$ cat config.mk
export PLATFORM = sky130hd
export DESIGN_NAME = loop_channel_emulator
export DESIGN_NICKNAME = d
export VERILOG_FILES = /design/src/rtl/loop_channel_emulator.sv
export SDC_FILE = /design/constraint.sdc
export NUM_CORES = 1
export LEC_CHECK = 0
export CAP_MARGIN = 40
export CORE_MARGIN = 4
export CORE_UTILIZATION = 35
export CTS_CLUSTER_DIAMETER = 60
export DETAILED_ROUTE_END_ITERATION = 16
export GPL_ROUTABILITY_DRIVEN = 0
export PLACE_DENSITY = 0.6
export SYNTH_ARGS = -nofsm -noshare
export SYNTH_HDL_FRONTEND = slang
export SYNTH_SLANG_ARGS = --single-unit
$ cat constraint.sdc
create_clock -name clk125 -period 7.45 [get_ports clk125]
set_input_delay 0.745 -clock clk125 [delete_from_list [all_inputs] [get_ports clk125]]
set_output_delay 0.745 -clock clk125 [all_outputs]
set_load 0.02 [all_outputs]
$ cat src/rtl/loop_channel_emulator.sv
// Multi-channel DAC-to-ADC loopback emulator: shared circular sample buffer with
// per-channel programmable delay, arithmetic attenuation and saturating inversion.
module loop_channel_emulator #(
    parameter int unsigned W         = 14,
    parameter int unsigned N_CH      = 2,
    parameter int unsigned MAX_DELAY = 64,
    parameter int unsigned CH_W      = 3
) (
    input  logic                         clk125,
    input  logic                         areset_n,
    input  logic                         en,
    input  logic signed [W-1:0]          dac_in,
    input  logic                         cfg_wr,
    input  logic [CH_W-1:0]              cfg_ch,
    input  logic [$clog2(MAX_DELAY)-1:0] cfg_delay,
    input  logic [$clog2(W)-1:0]         cfg_shift,
    input  logic                         cfg_neg,
    output logic                         cfg_err,
    output logic [N_CH*W-1:0]            adc_out,
    output logic [N_CH-1:0]              adc_valid
);

    localparam int unsigned DW = $clog2(MAX_DELAY);
    localparam int unsigned SW = $clog2(W);
    localparam logic [CH_W:0] NumCh = (CH_W + 1)'(N_CH);
    localparam logic signed [W-1:0] SMin = {1'b1, {(W - 1){1'b0}}};
    localparam logic signed [W-1:0] SMax = {1'b0, {(W - 1){1'b1}}};

    typedef enum logic {StFlush, StRun} ch_state_e;

    logic [W-1:0]  mem [MAX_DELAY];
    logic [DW-1:0] wp_q;
    logic          cfg_err_q;

    // Buffer RAM is intentionally not reset; FLUSH keeps stale contents from reaching outputs.
    always_ff @(posedge clk125) begin
        if (en) begin
            mem[wp_q] <= dac_in;
        end
    end

    always_ff @(posedge clk125 or negedge areset_n) begin
        if (!areset_n) begin
            wp_q      <= '0;
            cfg_err_q <= 1'b0;
        end else begin
            if (en) begin
                wp_q <= wp_q + 1'b1;
            end
            cfg_err_q <= cfg_wr && ({1'b0, cfg_ch} >= NumCh);
        end
    end

    assign cfg_err = cfg_err_q;

    for (genvar c = 0; c < N_CH; c++) begin : g_ch
        ch_state_e            state_q, state_d;
        logic [DW-1:0]        delay_q, delay_d;
        logic [DW-1:0]        fill_q, fill_d;
        logic [SW-1:0]        shift_q, shift_d;
        logic                 neg_q, neg_d;
        logic                 valid_q, valid_d;
        logic signed [W-1:0]  out_q, out_d;
        logic signed [W-1:0]  tap, shifted, res;
        logic [DW-1:0]        addr;
        logic                 sel;

        assign sel  = cfg_wr && (cfg_ch == CH_W'(c));
        // Asynchronous read of the slot about to be overwritten gives the oldest sample at D=MAX-1.
        assign addr = wp_q - delay_q;
        assign tap  = (delay_q == '0) ? dac_in : mem[addr];

        always_comb begin
            shifted = tap >>> shift_q;
            res     = shifted;
            if (neg_q) begin
                res = (shifted == SMin) ? SMax : -shifted;
            end
        end

        always_comb begin
            state_d = state_q;
            delay_d = delay_q;
            fill_d  = fill_q;
            shift_d = shift_q;
            neg_d   = neg_q;
            valid_d = valid_q;
            out_d   = out_q;
            if (sel) begin
                delay_d = cfg_delay;
                shift_d = cfg_shift;
                neg_d   = cfg_neg;
                state_d = StFlush;
                fill_d  = '0;
                valid_d = 1'b0;
                out_d   = '0;
            end else if (en) begin
                unique case (state_q)
                    StFlush: begin
                        if (fill_q == delay_q) begin
                            out_d   = res;
                            valid_d = 1'b1;
                            state_d = StRun;
                        end else begin
                            fill_d = fill_q + 1'b1;
                        end
                    end
                    StRun: begin
                        out_d = res;
                    end
                    default: state_d = StFlush;
                endcase
            end
        end

        always_ff @(posedge clk125 or negedge areset_n) begin
            if (!areset_n) begin
                state_q <= StFlush;
                delay_q <= '0;
                fill_q  <= '0;
                shift_q <= '0;
                neg_q   <= 1'b0;
                valid_q <= 1'b0;
                out_q   <= '0;
            end else begin
                state_q <= state_d;
                delay_q <= delay_d;
                fill_q  <= fill_d;
                shift_q <= shift_d;
                neg_q   <= neg_d;
                valid_q <= valid_d;
                out_q   <= out_d;
            end
        end

        assign adc_out[c*W +: W] = out_q;
        assign adc_valid[c]      = valid_q;
    end

endmodule

==> impl_metrics.tcl <==
set metrics [dict create \
    status "completed" \
    numCtsBuffers 102 \
    relSlewSlack 0.331 \
    period_share 0.889 \
    wirelength_um 153000 \
    synth_warnings 0 \
    tritoncts "done" \
    dp_hpwl_um 99900 \
    tns_ps 0 \
    hold_path.class "input pin to flip-flop" \
    track_usage 0.212 \
    synth_seq_area_share 0.598 \
    drt_iter0_markers 4506 \
    muxShareOfSynthArea 0.241 \
    hold_start "dac_in[11]" \
    startpoint "wp_q[1]" \
    synthSimpleGateAreaFrac 0.0669 \
    slew_viol_final 0 \
    drc_errors 0 \
    rsz0062_at_grt "false" \
    synth_xor_area_frac 0.0116 \
    synth_compound_area_frac 0.0513 \
    first_global_vias 29500 \
    start_util 0.353 \
    nets 3115 \
    endpoint_kind "flip-flop" \
    grt_pass1_wl_um 219000 \
    grt_max_degree 67 \
    met1_usage 0.293 \
    ys_types 92 \
    fp.dieH_um 379 \
    reg2reg_depth 15 \
    die_w_um 379 \
    cp_slowest_cell "fa_4" \
    min_period_ps 6620 \
    synth_nets 2966 \
    io_buffers 62 \
    final_common_cell "edfxtp_1" \
    clk_pin_slew_ps 70 \
    r2r-start "wp_q[1]" \
    path_cells "inv_1 -> fa_4 -> buf_12 -> mux4_2 -> mux2i_1 -> a32oi_1 -> a32oi_1 -> nand3_1 -> o21ai_0 -> o221ai_1 -> nor3_1 -> o2111ai_2 -> o41a_1 -> xnor2_1 -> a21oi_1" \
    worst_r2r_endpoint "g_ch[1].out_q[9]" \
    synth-adder-area-share 0.00422 \
    avgSynthCellArea_um2 16.5 \
    grt-busiest-layer "met2" \
    drive_above_1_share 0.270 \
    met2_usage 0.327 \
    maxCapViolations 0 \
    top_level_ports 63 \
    synth_area_um2 48100 \
    postRouteAntennaNets 0 \
    met3_usage 0.0476 \
    clkLatencyLatePin_ps 700 \
    rows 135 \
    wl_per_cell_um 31.0 \
    die_area_um2 143000 \
    crit_type "flip-flop to flip-flop" \
    cts_buffer_depth 3 \
    critPathLaunchType "flip-flop" \
    hold_viol_final 0 \
    critPathCapture "g_ch[1].out_q[9]" \
    final_cell_mix "edfxtp_1 (896), mux4_2 (431), nand2_1 (313)" \
    ys.flop_type "edfxtp_1" \
    coreArea_um2 136000 \
    cp_common_cell "a32oi_1" \
    grt_overflow_total 0 \
    num_vias 30400 \
    worstPathRequired_ps 8010 \
    synthCells 2919 \
    setup_viol 0 \
    max_stage_delay_ps 1300 \
    cts.sinks 969 \
    worst_pin_slew_ps 1000 \
    antenna_found_initial 7 \
    htreeDepth 3 \
    dr.pass1.iters 10 \
    synth_top_family_by_area "multiplexers" \
    crit_fanout 25 \
    max_freq_ghz 0.151 \
    syn2layout_area_growth_pct 14.5 \
    ys_async_sr_fraction 0.0753 \
    synth_seq_cells 969 \
    reg2reg_slack_ps 830 \
    cp.arrival_ps 7180 \
    finClkSkew_ps 39.4 \
    clockRootBuffer "clkbuf_16" \
    via_per_inst 6.15 \
    synth_edf_count 896 \
]
[flip-flops by register name, summed over array words and instances, names as in the netlist]
name	count
g_ch.fill_q	12
g_ch.out_q	28
g_ch.shift_q	8
cfg_err	1
g_ch.delay_q	12
g_ch.valid_q	2
wp_q	6
g_ch.state_q	2
g_ch.neg_q	2
mem	896
[repair_timing]
item / 4_1_cts / 5_1_grt
resized for setup: 0 / 0
endpoints found under the hold margin: 21 / 0
hold buffers: 1 / 0
buffers inserted: 0 / 0
[metrics by stage]
| step | setup WS (ps) | hold slack [ps] | utilization | std cells | area (um^2) |
|---|---|---|---|---|---|
| 2_1_floorplan | 2190 | 449 | - | 2919 | 48100 |
| 3_3_place_gp | 982 | 476 | 0.378 | 4728 | 51400 |
| 3_5_place_dp | 1010 | 486 | 0.379 | 4744 | 51600 |
| 4_1_cts | 971 | 451 | 0.405 | 4937 | 55000 |
| 5_1_grt | 567 | 451 | 0.405 | 4937 | 55000 |
| 6_report | 827 | 483 | 0.405 | 4939 | 55000 |
[metal layers]
layer / wire (um) / share of wire
met1: 59700 / 0.39
met2: 69700 / 0.46
met3: 17000 / 0.11
met4: 6540 / 0.043
met5: 16 / 0.00010
[cells by family (layout without fill, tap and decap cells)]
family,Yosys count,after routing
flip-flops,969,969
AND/OR/NAND/NOR,721,721
multiplexers,576,576
AO/OA/AOI/OAI,344,344
buffers and inverters,233,470
XOR/XNOR,61,61
adder cells (fa/ha/maj),15,15
other,0,2
[how the worst min path moves through the flow]
stage,endpoint,slack [ps],depth (start not counted)
finish,mem[55][11],480,1
detailed placement,g_ch[0].valid_q,490,2
global route,mem[55][11],450,1
floorplan,cfg_err,450,0
global placement,g_ch[0].valid_q,480,2
CTS,mem[55][11],450,1
[critical path: cells and delay by family (launching register included)]
kind | cells | cell delay [ps]
XOR/XNOR | 1 | 140
multiplexers | 2 | 610
buffers and inverters | 2 | 540
AND/OR/NAND/NOR | 2 | 630
adder cells (fa/ha/maj) | 1 | 1300
flip-flops | 1 | 680
AO/OA/AOI/OAI | 7 | 2530
[cell usage after synthesis, types with 13 or more instances]
library cell,number,share of area
and3_1,14,0.0018
mux2i_1,109,0.023
nand2_1,313,0.024
buf_6,19,0.0045
edfxtp_1,896,0.56
buf_4,24,0.0037
nand4_1,36,0.0047
nand3_1,111,0.012
nor2_1,160,0.012
and2_1,13,0.0017
inv_1,24,0.0019
xnor2_1,31,0.0056
dfrtp_1,73,0.038
nor3_1,24,0.0025
o22ai_1,14,0.0018
a21oi_1,60,0.0062
buf_2,54,0.0056
buf_1,20,0.0016
a31oi_1,17,0.0022
ha_1,13,0.0034
mux4_2,431,0.20
a32oi_1,63,0.011
clkbuf_1,78,0.0061
nand2b_1,15,0.0020
mux4_1,23,0.013
xor2_1,27,0.0049
o21ai_0,64,0.0067
[area by class of cell]
cell class	instances	area, um^2
clock inverters	62	693
clock buffers	130	2740
diodes	2	5.00
flip-flops and latches	969	28700
well taps	1781	2230
fillers	12200	81000
inverters	26	97.6
multi-input cells	1717	18200
repair buffers	252	2300
Power is not shown: default switching activity piles up to over one toggle a cycle in this logic, so the estimate is an artifact.
